`config.mk`:
```
export PLATFORM = sky130hd
export DESIGN_NAME = avmm_pio_ext
export DESIGN_NICKNAME = d
export VERILOG_FILES = /design/src/rtl/avmm_pio_ext.sv
export SDC_FILE = /design/constraint.sdc
export NUM_CORES = 1
export LEC_CHECK = 0
export ABC_AREA = 1
export CAP_MARGIN = 20
export CORE_ASPECT_RATIO = 1.5
export CORE_UTILIZATION = 57
export DETAILED_ROUTE_END_ITERATION = 6
export DONT_BUFFER_PORTS = 1
export PLACE_DENSITY_LB_ADDON = 0.1
export SLEW_MARGIN = 25
export SYNTH_ARGS = -nofsm -noshare
export SYNTH_HDL_FRONTEND = slang
export SYNTH_SLANG_ARGS = --single-unit
```
`constraint.sdc`:
```
create_clock -name clk -period 1.9 [get_ports clk]
set_clock_uncertainty 0.1 [all_clocks]
set_input_delay 0.285 -clock clk [delete_from_list [all_inputs] [get_ports clk]]
set_output_delay 0.285 -clock clk [all_outputs]
set_load 0.03 [all_outputs]
```
`src/rtl/avmm_pio_ext.sv`:
```
// Avalon-MM parallel I/O slave: debounced inputs with edge capture and maskable irq,
// plus an output register with atomic set/clear aliases.
module avmm_pio_ext #(
  parameter int unsigned     IN_W         = 2,
  parameter int unsigned     OUT_W        = 8,
  parameter int unsigned     DEBOUNCE_CYC = 50000,
  parameter logic [OUT_W-1:0] OUT_RESET   = '0
) (
  input  logic             clk,
  input  logic             reset_n,
  input  logic [2:0]       avs_address,
  input  logic             avs_read,
  input  logic             avs_write,
  input  logic [31:0]      avs_writedata,
  output logic [31:0]      avs_readdata,
  output logic             irq,
  input  logic [IN_W-1:0]  pio_in,
  output logic [OUT_W-1:0] pio_out
);

  localparam int unsigned      CNT_W   = $clog2(DEBOUNCE_CYC) + 1;
  localparam logic [CNT_W-1:0] CNT_MAX = CNT_W'(DEBOUNCE_CYC - 1);

  logic [IN_W-1:0]  sync1_q, sync2_q;
  logic [IN_W-1:0]  stable_q, stable_d;
  logic [CNT_W-1:0] cnt_q [IN_W];
  logic [CNT_W-1:0] cnt_d [IN_W];
  logic [OUT_W-1:0] out_q, out_d;
  logic [IN_W-1:0]  irq_mask_q, irq_mask_d;
  logic [IN_W-1:0]  edge_cap_q, edge_cap_d;
  logic [1:0]       edge_cfg_q, edge_cfg_d;
  logic [31:0]      readdata_q, readdata_d;
  logic [31:0]      rdata;
  logic [IN_W-1:0]  rise, fall, evt;

  // Only the low bits of writedata are meaningful for any register.
  logic unused_wd;
  assign unused_wd = ^avs_writedata;

  always_comb begin
    stable_d = stable_q;
    for (int i = 0; i < int'(IN_W); i++) begin
      cnt_d[i] = '0;
      if (sync2_q[i] != stable_q[i]) begin
        if (cnt_q[i] == CNT_MAX) begin
          stable_d[i] = sync2_q[i];
        end else begin
          cnt_d[i] = cnt_q[i] + CNT_W'(1);
        end
      end
    end
  end

  assign rise = stable_d & ~stable_q;
  assign fall = ~stable_d & stable_q;

  always_comb begin
    evt = '0;
    case (edge_cfg_q)
      2'b00:   evt = rise;
      2'b01:   evt = fall;
      2'b10:   evt = rise | fall;
      default: evt = '0;
    endcase
  end

  always_comb begin
    out_d      = out_q;
    irq_mask_d = irq_mask_q;
    edge_cap_d = edge_cap_q;
    edge_cfg_d = edge_cfg_q;
    if (avs_write) begin
      case (avs_address)
        3'd1:    out_d      = avs_writedata[OUT_W-1:0];
        3'd2:    out_d      = out_q | avs_writedata[OUT_W-1:0];
        3'd3:    out_d      = out_q & ~avs_writedata[OUT_W-1:0];
        3'd4:    irq_mask_d = avs_writedata[IN_W-1:0];
        3'd5:    edge_cap_d = edge_cap_q & ~avs_writedata[IN_W-1:0];
        3'd6:    edge_cfg_d = avs_writedata[1:0];
        default: ;
      endcase
    end
    // A new event overrides a simultaneous write-1-to-clear.
    edge_cap_d = edge_cap_d | evt;
  end

  always_comb begin
    rdata = '0;
    case (avs_address)
      3'd0:    rdata[IN_W-1:0]  = stable_q;
      3'd1:    rdata[OUT_W-1:0] = out_q;
      3'd4:    rdata[IN_W-1:0]  = irq_mask_q;
      3'd5:    rdata[IN_W-1:0]  = edge_cap_q;
      3'd6:    rdata[1:0]       = edge_cfg_q;
      default: rdata = '0;
    endcase
    readdata_d = avs_read ? rdata : readdata_q;
  end

  always_ff @(posedge clk or negedge reset_n) begin
    if (!reset_n) begin
      sync1_q    <= '0;
      sync2_q    <= '0;
      stable_q   <= '0;
      cnt_q      <= '{default: '0};
      out_q      <= OUT_RESET;
      irq_mask_q <= '0;
      edge_cap_q <= '0;
      edge_cfg_q <= '0;
      readdata_q <= '0;
    end else begin
      sync1_q    <= pio_in;
      sync2_q    <= sync1_q;
      stable_q   <= stable_d;
      cnt_q      <= cnt_d;
      out_q      <= out_d;
      irq_mask_q <= irq_mask_d;
      edge_cap_q <= edge_cap_d;
      edge_cfg_q <= edge_cfg_d;
      readdata_q <= readdata_d;
    end
  end

  assign avs_readdata = readdata_q;
  assign pio_out      = out_q;
  assign irq          = |(edge_cap_q & irq_mask_q);

endmodule

```
==> metrics <==
Slowest-stage cell, CP dfrtp_1; # DRC 0; register area share after synthesis 45.2%; Routed Wire Length 7330 microns; via count 2,902; grt ovf 0; final setup fails 0; hold_sp avs_read; post-synth cell types 33; final antenna-violating net count 0; clk buf depth 2; cell repeated most along the worst path nand2_1; final hold viol count 0; number of global-route vias before repair 2,842; worst skew pair latency 0.34 ns; depth of the most critical reg-to-reg path 12; placed cells 516; die outline width 65.3 microns; largest net degree at the start of global routing 63; Leak 1.80 nW; average wire per standard cell 13.4 microns; Clock transition at path regs 0.06 ns; worst reg2reg path startpoint cnt_q[0]; TritonCTS clock tree yes; slew of the pin with the lowest slew margin 0.600 ns; area of the multi-input gates 0.00164 sq mm; Placement Setup Slack -0.0644 ns; Tot Pwr 3.01 mW; total number of yosys warnings 0; crit-path max FO 4; crit end category register; Detailed Routing Iterations Pass 1 4; Power per Cell Area 761 mW/mm^2; Nets 517; Register Area 0.00155 sq mm; Most used DFF post-synth dfrtp_1; CP required 2.02 ns; Core Area 0.00579 sq mm; # IOs 82; layout cells sized above 1 14.9%; antenna violations before repair 0; CTS Buf Count 9; WHS 0.00680 ns; Worst Hold Depth 2; WS Path Type reg2reg; status finished, final reports clean; max-cap violations 0; antenna cells 0; first-pass GRT wire length 12,000 microns; unrepaired setup endpoints after global routing true; setup ws final 0.0188 ns; Hold Path Class in2reg; clk sinks 62; full die area 0.00634 sq mm; crit path cell chain ha_2, nand3_2, nor2_2, nand3_2, nand2_2, o21ai_2, ha_1, nor2_1, a31oi_1, nand2_1, nand2_1, nand2_1; IO Port Bufs 0; Post-synth ARST share 100%; Synth top cells by count nand2_1 (91), nor2_1 (68), dfrtp_1 (62); GPL Wtd Cong 0.885; Post-Layout Cell Count 547; Root Buffer clkbuf_8; VDD IR max 0.380 mV; leading area contributor after synthesis dfrtp_1; max-slew violation total from the final report 0; vias per cell 5.31; synthesized instance count 429; dpl hpwl 5210 microns; top post-synthesis cells by area dfrtp_1 (45%), nand2_1 (10%), nor2_1 (7.4%), nand3_1 (5.7%), buf_4 (5.3%); Period minus WS final 1.88 ns; FF+latch count, synth 62; area growth from synthesis to layout 15.3%; Avg Inst Size Synth 7.99 sq um; Starting Density 59.3%; GRT Overall Usage 24.6%; Worst Path Arrival 2.00 ns; Post-Syn Area 0.00343 sq mm; Die Height 97 microns; H-tree lvl count 3; crit start category register; share of the clock period used by the worst path 99.0%; R2R Setup Slk 0.02 ns; Synth top area share 45.2%; Fillers 469; hold path endpoint avs_readdata[7]; most numerous cell in the Yosys netlist nand2_1; Post-synth EDFFs 0; floorplan row count 34; fmax 0.532 GHz; Initial DRC Count 163; crit-path max cell delay 0.36 ns; Slew headroom 59.8%; worst reg2reg path endpoint edge_cap_q[1]
## sequential cells by signal, indices dropped and copies added (netlist names)
| register | cells |
|---|---|
| sync2_q | 2 |
| pio_out | 8 |
| sync1_q | 2 |
| edge_cfg_q | 2 |
| cnt_q | 34 |
| avs_readdata | 8 |
| edge_cap_q | 2 |
| irq_mask_q | 2 |
| stable_q | 2 |
## layout by cell type, fill, tap and decap left out, drive strengths merged, types with 2 or more instances in the layout
master	instances
o311ai	6
buf	26
dlygate4sd3	10
xor2	16
o211ai	2
o21ai	24
conb	24
a21oi	3
nor2	74
clkbuf	13
nand2	96
inv	44
nand3b	3
dfrtp	62
nand3	39
xnor2	4
o31ai	2
ha	4
nor3	9
a31oi	2
nand4	7
nor3b	2
## critical path: cells and delay by family (launching register included)
kind	cells	cell delay [ns]
AOI/OAI and AO/OA	2	0.18
adders and majority gates	2	0.48
and+or+nand+nor	8	0.64
DFF	1	0.36
## per-layer routing
metal / wire length (microns) / vias to the layer above / share of wire, % / track usage, %
met3: 260 / 15 / 3.5 / 5.07
met5: 0 / - / 0 / 0
li1: - / 1426 / - / -
met1: 2870 / 1392 / 39 / 26.5
met2: 4050 / 69 / 55 / 44.0
met4: 145 / 0 / 2.0 / 11.5
## stage by stage
| stage | util, % | TNS (ns) | area, sq um |
|---|---|---|---|
| finish | 68.4 | 0 | 3960 |
| global route | 68.4 | -0.112 | 3960 |
| CTS | 67.5 | 0 | 3900 |
| detailed placement | 61.3 | -0.0644 | 3550 |
| global placement | 61.3 | 0 | 3550 |
| floorplan | - | 0 | 3520 |
## timing repair
item | CTS | global route
hold endpoints to repair | 73 | 0
cloned | 0 | 0
gates resized for setup | 3 | 9
hold buffers | 11 | 0
endpoints found under the setup margin | 1 | 12
buffers inserted | 4 | 2
pin swaps | 4 | 7
## where the power goes
| part | switching (mW) | total (mW) | internal (mW) |
|---|---|---|---|
| clock network | 0.473 | 1.14 | 0.664 |
| logic | 0.219 | 0.317 | 0.0981 |
| registers | 0.158 | 1.56 | 1.40 |
## worst max-delay path by stage
| stage | start | endpoint | slack [ns] | cells past startpoint |
|---|---|---|---|---|
| after global placement | cnt_q[0] | edge_cap_q[1] | 0.01 | 12 |
| after detailed placement | cnt_q[0] | edge_cap_q[1] | -0.06 | 12 |
| after floorplan | cnt_q[0] | edge_cap_q[1] | 0.06 | 12 |
| after global routing | cnt_q[0] | edge_cap_q[1] | -0.09 | 12 |
| final | cnt_q[0] | edge_cap_q[1] | 0.02 | 12 |
| after CTS | cnt_q[0] | edge_cap_q[1] | 0.009 | 12 |
## final cells by class
cell class / instances / share of cell area, %
Timing Repair Buffer: 36 / 7.97
Multi-Input combinational cell: 319 / 41.6
Clock buffer: 13 / 4.02
Inverter: 44 / 4.18
Clock inverter: 1 / 0.759
Tap cell: 72 / 2.28
Sequential cell: 62 / 39.2
## cells by family (layout without fill, tap and decap cells)
family	count (synthesis)	count (layout)	share of synthesized area [%]
buffers and inverters	71	94	10.7
DFF	62	62	45.2
adders and majority gates	4	4	1.46
xor gates and xnor gates	20	20	5.33
other	1	24	0.109
AOI/OAI and AO/OA	40	40	7.48
and+or+nand+nor	231	231	29.7
Power figures use the tool's default switching activity.
